==> src/rtl/game_pkg.sv <==
// Shared types and constants for the rally judge and its score block.
package game_pkg;

   typedef enum logic [2:0] {
      SERVE_WAIT,
      MOVE_R,
      MOVE_L,
      GOAL,
      SETTLE,
      OVER
   } state_t;

   localparam logic [3:0] PLAYER1 = 4'd0;
   localparam logic [3:0] PLAYER2 = 4'd1;

   localparam logic [1:0] FINISH_NONE = 2'd0;
   localparam logic [1:0] FINISH_P1   = 2'd1;
   localparam logic [1:0] FINISH_P2   = 2'd2;

endpackage

==> src/rtl/btn_sync_edge.sv <==
// Two-flop synchroniser for a raw paddle button followed by a registered
// rising-edge detector; pulse rises three clocks after the button does.
module btn_sync_edge (
   input  logic clk,
   input  logic rst,
   input  logic btn,
   output logic pulse
);

   logic meta;
   logic sync;
   logic prev;

   always_ff @(posedge clk or posedge rst) begin
      if (rst) begin
         meta  <= 1'b0;
         sync  <= 1'b0;
         prev  <= 1'b0;
         pulse <= 1'b0;
      end else begin
         meta  <= btn;
         sync  <= meta;
         prev  <= sync;
         pulse <= sync & ~prev;
      end
   end

endmodule

==> src/rtl/rally_judge.sv <==
// Ping-pong rally referee: moves the ball along the LED lane, judges hits,
// misses and fouls, and hands a clean goal pulse plus scorer to the score block.
module rally_judge
   import game_pkg::*;
#(
   parameter int LANE_LEN    = 8,
   parameter int TICK_DIV    = 25000000,
   parameter int GOAL_CYCLES = 4
) (
   input  logic                clk,
   input  logic                total_reset,
   input  logic                btn1,
   input  logic                btn2,
   input  logic [1:0]          finish,
   output logic [LANE_LEN-1:0] ball_pos,
   output logic                goal,
   output logic [3:0]          current_player,
   output logic                serving
);

   localparam int PW = $clog2(LANE_LEN);
   localparam int DW = $clog2(TICK_DIV);
   localparam int CW = $clog2(GOAL_CYCLES + 1);

   localparam logic [PW-1:0] POS_LAST    = PW'(LANE_LEN - 1);
   localparam logic [DW-1:0] DIV_LAST    = DW'(TICK_DIV - 1);
   localparam logic [CW-1:0] PULSE_LAST  = CW'(GOAL_CYCLES);
   localparam logic [CW-1:0] SETTLE_LAST = CW'(1);

   state_t          state, state_n;
   logic [PW-1:0]   pos, pos_n;
   logic            server_p2, server_p2_n;
   logic [DW-1:0]   div, div_n;
   logic [CW-1:0]   phase, phase_n;
   logic [3:0]      scorer, scorer_n;
   logic            goal_n;
   logic            e1, e2;
   logic            tick;
   logic            moving_n;

   btn_sync_edge u_btn1 (.clk(clk), .rst(total_reset), .btn(btn1), .pulse(e1));
   btn_sync_edge u_btn2 (.clk(clk), .rst(total_reset), .btn(btn2), .pulse(e2));

   always_ff @(posedge clk or posedge total_reset) begin
      if (total_reset) begin
         state     <= SERVE_WAIT;
         pos       <= '0;
         server_p2 <= 1'b0;
         div       <= '0;
         phase     <= '0;
         scorer    <= PLAYER1;
         goal      <= 1'b0;
      end else begin
         state     <= state_n;
         pos       <= pos_n;
         server_p2 <= server_p2_n;
         div       <= div_n;
         phase     <= phase_n;
         scorer    <= scorer_n;
         goal      <= goal_n;
      end
   end

   always_comb begin
      state_n     = state;
      pos_n       = pos;
      server_p2_n = server_p2;
      phase_n     = phase;
      scorer_n    = scorer;
      tick        = (state == MOVE_R || state == MOVE_L) && (div == DIV_LAST);

      case (state)
         SERVE_WAIT: begin
            if (!server_p2 && e1)
               state_n = MOVE_R;
            else if (server_p2 && e2)
               state_n = MOVE_L;
         end
         // A hit at the far end takes priority over a coincident tick.
         MOVE_R: begin
            if (e2 && pos == POS_LAST) begin
               state_n = MOVE_L;
            end else if (e2 || (tick && pos == POS_LAST)) begin
               state_n  = GOAL;
               scorer_n = PLAYER1;
               phase_n  = '0;
            end else if (tick) begin
               pos_n = pos + PW'(1);
            end
         end
         MOVE_L: begin
            if (e1 && pos == '0) begin
               state_n = MOVE_R;
            end else if (e1 || (tick && pos == '0)) begin
               state_n  = GOAL;
               scorer_n = PLAYER2;
               phase_n  = '0;
            end else if (tick) begin
               pos_n = pos - PW'(1);
            end
         end
         GOAL: begin
            if (phase == PULSE_LAST) begin
               state_n = SETTLE;
               phase_n = '0;
            end else begin
               phase_n = phase + CW'(1);
            end
         end
         SETTLE: begin
            if (phase == SETTLE_LAST) begin
               if (finish != FINISH_NONE) begin
                  state_n = OVER;
               end else begin
                  state_n     = SERVE_WAIT;
                  server_p2_n = (scorer == PLAYER1);
                  pos_n       = (scorer == PLAYER1) ? POS_LAST : '0;
               end
            end else begin
               phase_n = phase + CW'(1);
            end
         end
         OVER: begin
            if (e1 || e2) begin
               state_n     = SERVE_WAIT;
               server_p2_n = 1'b0;
               pos_n       = '0;
            end
         end
         default: state_n = SERVE_WAIT;
      endcase

      // Divider restarts whenever a move state is (re)entered, including reversal.
      moving_n = (state_n == MOVE_R) || (state_n == MOVE_L);
      div_n    = (moving_n && state_n == state && !tick) ? div + DW'(1) : '0;
      goal_n   = (state_n == GOAL) && (phase_n != '0);
   end

   assign ball_pos       = (state == OVER) ? '1 : (LANE_LEN'(1) << pos);
   assign serving        = (state == SERVE_WAIT);
   assign current_player = scorer;

endmodule

==> config.mk <==
export PLATFORM = sky130hd
export DESIGN_NAME = rally_judge
export DESIGN_NICKNAME = d
export VERILOG_FILES = /design/src/rtl/game_pkg.sv /design/src/rtl/btn_sync_edge.sv /design/src/rtl/rally_judge.sv
export SDC_FILE = /design/constraint.sdc
export NUM_CORES = 1
export LEC_CHECK = 0
export CAP_MARGIN = 25
export CORE_MARGIN = 8
export CORE_UTILIZATION = 24
export DETAILED_ROUTE_END_ITERATION = 7
export HOLD_SLACK_MARGIN = 0.03
export SLEW_MARGIN = 30
export SYNTH_ARGS = -nofsm -noshare
export SYNTH_HDL_FRONTEND = slang
export SYNTH_SLANG_ARGS = --single-unit
==> constraint.sdc <==
create_clock -name clk -period 2.5 [get_ports clk]
set_input_delay 0.375 -clock clk [delete_from_list [all_inputs] [get_ports clk]]
set_output_delay 0.375 -clock clk [all_outputs]
set_load 0.1 [all_outputs]
==> flow_summary.ini, run 1 <==
[run_status]
outcome = finished, final reports clean

[die]
fp.dieArea_um2 = 14370
coreArea_um2 = 10700
rows = 38
io_pins = 20
initial_core_util_pct = 24.20
die_x_um = 119.9
die_h_um = 119.9

[job]
cap_violations = 0

[timing]
period_share_pct = 90.94
fmax_ghz = 0.4399
period_needed_ns = 2.274
timing.setup.tns_ns = 0
hold_viol = 0
finalMaxSlewViolations = 0
setup_viol = 0
max_slew_margin_pct = 55.93
finClkSkew_ns = 0.01687
rsz0062_at_grt = no
tightest_slew_ns = 0.6551
timing.hold.ws_ns = 0.3568

[power_and_ir_drop]
power_switching_w = 0.001742
pwr-share-clk_pct = 17.8
seq_power_share_pct = 27.3
p_per_area_nw_per_um2 = 1179
combPwrFrac_pct = 54.9
internal_power_w = 0.001948
sw_frac_of_total_pct = 47.22
vdd_drop_max_mv = 0.6296
p_leak_nw = 1.260

[placed_design]
gp_congestion = 0.8028
placed_cell_area_um2 = 2989
dp.cells = 434
hpwl_um = 4101
port_buffers = 16

[logic_synthesis]
syn_area_per_cell_um2 = 9.052
synthesis.area_um2 = 2589
synthDistinctLibCells = 48
synth_edf_count = 0
synthCells = 286
seq_area_frac_synth_pct = 43.50
synth-main-ff-cell = dfrtp_1
async_reset_ff_share_pct = 100.0
ys_warn_count = 0
ys_seq_elements = 45

[layout]
drive_gt1_share_pct = 12.58
syn_to_final_growth_pct = 20.88
layout_commonest_cell = dfrtp_1
stdcell_area_um2 = 3129
diodes = 0
final_cells = 442
fin_nets = 312
final_cell_mix = dfrtp_1 (45), nor2_1 (34), nand2_1 (23), o21ai_0 (20), xor2_1 (14)

[grt]
globalRouteOverflowTotal = 0
grt_pass1_wl_um = 9694
antenna_found_initial = 0
grt_pass1_vias = 2041
grt_usage_pct = 8.056
grt_max_degree = 46

[clock_network]
cts_buffer_depth = 2
tritoncts = yes
cts.reportedPaths.clkPinSlew_ns = 0.10
cts-root-buf = clkbuf_8
cts_buffers = 5
numClockSinks = 45
clk_latency_ns = 0.30
cts_setup_buffers = 0
cts_max_level = 2

[critical_path]
critPathLaunchType = register
worst-path-max-fanout = 6
endpoint_kind = register
crit_type = reg -> reg
cp_data_arrival_time_ns = 2.47
cp_data_required_time_ns = 2.69

[detailed_routing]
wirelength_um = 5575
via_per_inst = 4.679
drtAntennaViolNets = 0
num_vias = 2068
avgRoutedWirePerCell_um = 12.61
route.detailed.drc = 0
drtIter0Drc = 129
dr.pass1.iters = 4

[hold_path]
hp-class = reg -> reg
## logic make-up after synthesis
family	synth area share, %
multiplexers	1.692
flip-flops	43.50
buffers and inverters	4.543
other	0.1449
XOR/XNOR	7.782
AO/OA/AOI/OAI	12.66
adder cells (fa/ha/maj)	2.707
AND/OR/NAND/NOR	26.97
## cell type report
cell class,count,area (um^2)
Tap cell,140,175.2
Timing Repair Buffer,25,300.3
Fill cell,1134,7569
Inverter,8,30.03
Sequential cell,45,1126
Clock buffer,5,68.82
Clock inverter,3,68.82
Multi-Input combinational cell,216,1360
## cells in the mapped netlist (all sizes together), types with 3 or more instances
cell,n,area [um^2]
a21oi,13,65.06
nand2,24,92.59
nor4,4,25.02
dfrtp,45,1126
xor2,14,122.6
ha,4,50.05
nand4,4,25.02
xnor2,9,78.83
and2,3,18.77
o21ai,20,100.1
nor3b,4,30.03
nor2,34,127.6
buf,5,35.03
and4,3,26.28
nor3,8,51.30
nand3,13,65.06
nor4bb,3,30.03
nand2b,5,31.28
clkbuf,14,52.55
a31oi,3,18.77
o31ai,4,30.03
inv,8,30.03
nor2b,5,31.28
or3,4,25.02
and3,5,31.28
mux2,3,33.78
## critical path, cell delays in order, from the launching register on
cell and delay, ns:
dfrtp_1 0.38, ha_1 0.19, and3_1 0.28, nand3_1 0.17
nor3_4 0.27, a211oi_1 0.13, o32a_1 0.39, o311a_1 0.36
## power by group through the flow
stage / clock network [W] / logic (W) / registers, W
floorplan: 0 / 0.00141 / 0.00102
global placement: 0 / 0.00203 / 0.00102
detailed placement: 0 / 0.00203 / 0.00102
CTS: 0.000679 / 0.00204 / 0.00101
global route: 0.000707 / 0.00220 / 0.00103
finish: 0.000658 / 0.00202 / 0.00101
## sequential cells by signal, indices dropped and copies added, names as in the netlist
name / flops
u_btn2.meta: 1
u_btn1.prev: 1
phase: 3
state: 3
u_btn2.pulse: 1
u_btn1.meta: 1
u_btn2.sync: 1
goal: 1
pos: 3
div: 25
u_btn1.sync: 1
current_player: 1
u_btn1.pulse: 1
server_p2: 1
u_btn2.prev: 1
## what timing repair did
| action | 4_1_cts | 5_1_grt |
|---|---|---|
| resized for setup | 0 | 1 |
| endpoints found under the setup margin | 0 | 1 |
| hold endpoints to repair | 0 | 0 |
| hold buffers | 0 | 0 |
## layer usage
layer	vias to the layer above	global-route usage [%]	part of all wire [%]
li1	1034	-	-
met1	997	11.08	50
met2	32	12.09	44
met3	5	1.879	3.9
met4	0	2.810	1.2
met5	-	0	0
## stage by stage
stage	setup slack, ns	total power, W	utilization (%)
floorplan	-0.8447	0.002435	-
global placement	0.2517	0.003046	27.94
detailed placement	0.1865	0.003050	27.94
CTS	0.1176	0.003722	29.23
global route	0.07288	0.003931	29.25
finish	0.2265	0.003690	29.25
## path summary, 6_finish.rpt
path                       slack [ns]  cells past startpoint     endpoint        start
setup / recovery                 0.23                      7         goal       div[0]
hold / removal                   0.36                      0  u_btn1.sync  u_btn1.meta
setup reg to reg                 0.23                      7         goal       div[0]
hold reg to reg                  0.36                      0  u_btn1.sync  u_btn1.meta
max in group asynchronous        1.59                      3      div[17]  total_reset
min in group asynchronous        0.51                      3      div[10]  total_reset
Note: power is estimated with default switching activity, not from simulation.
==> run 2: changes to the inputs <==
- SLEW_MARGIN: 30 -> unset
==> results of run 2 <==
Final layout, timing and power as in run 1 (identical DEF).
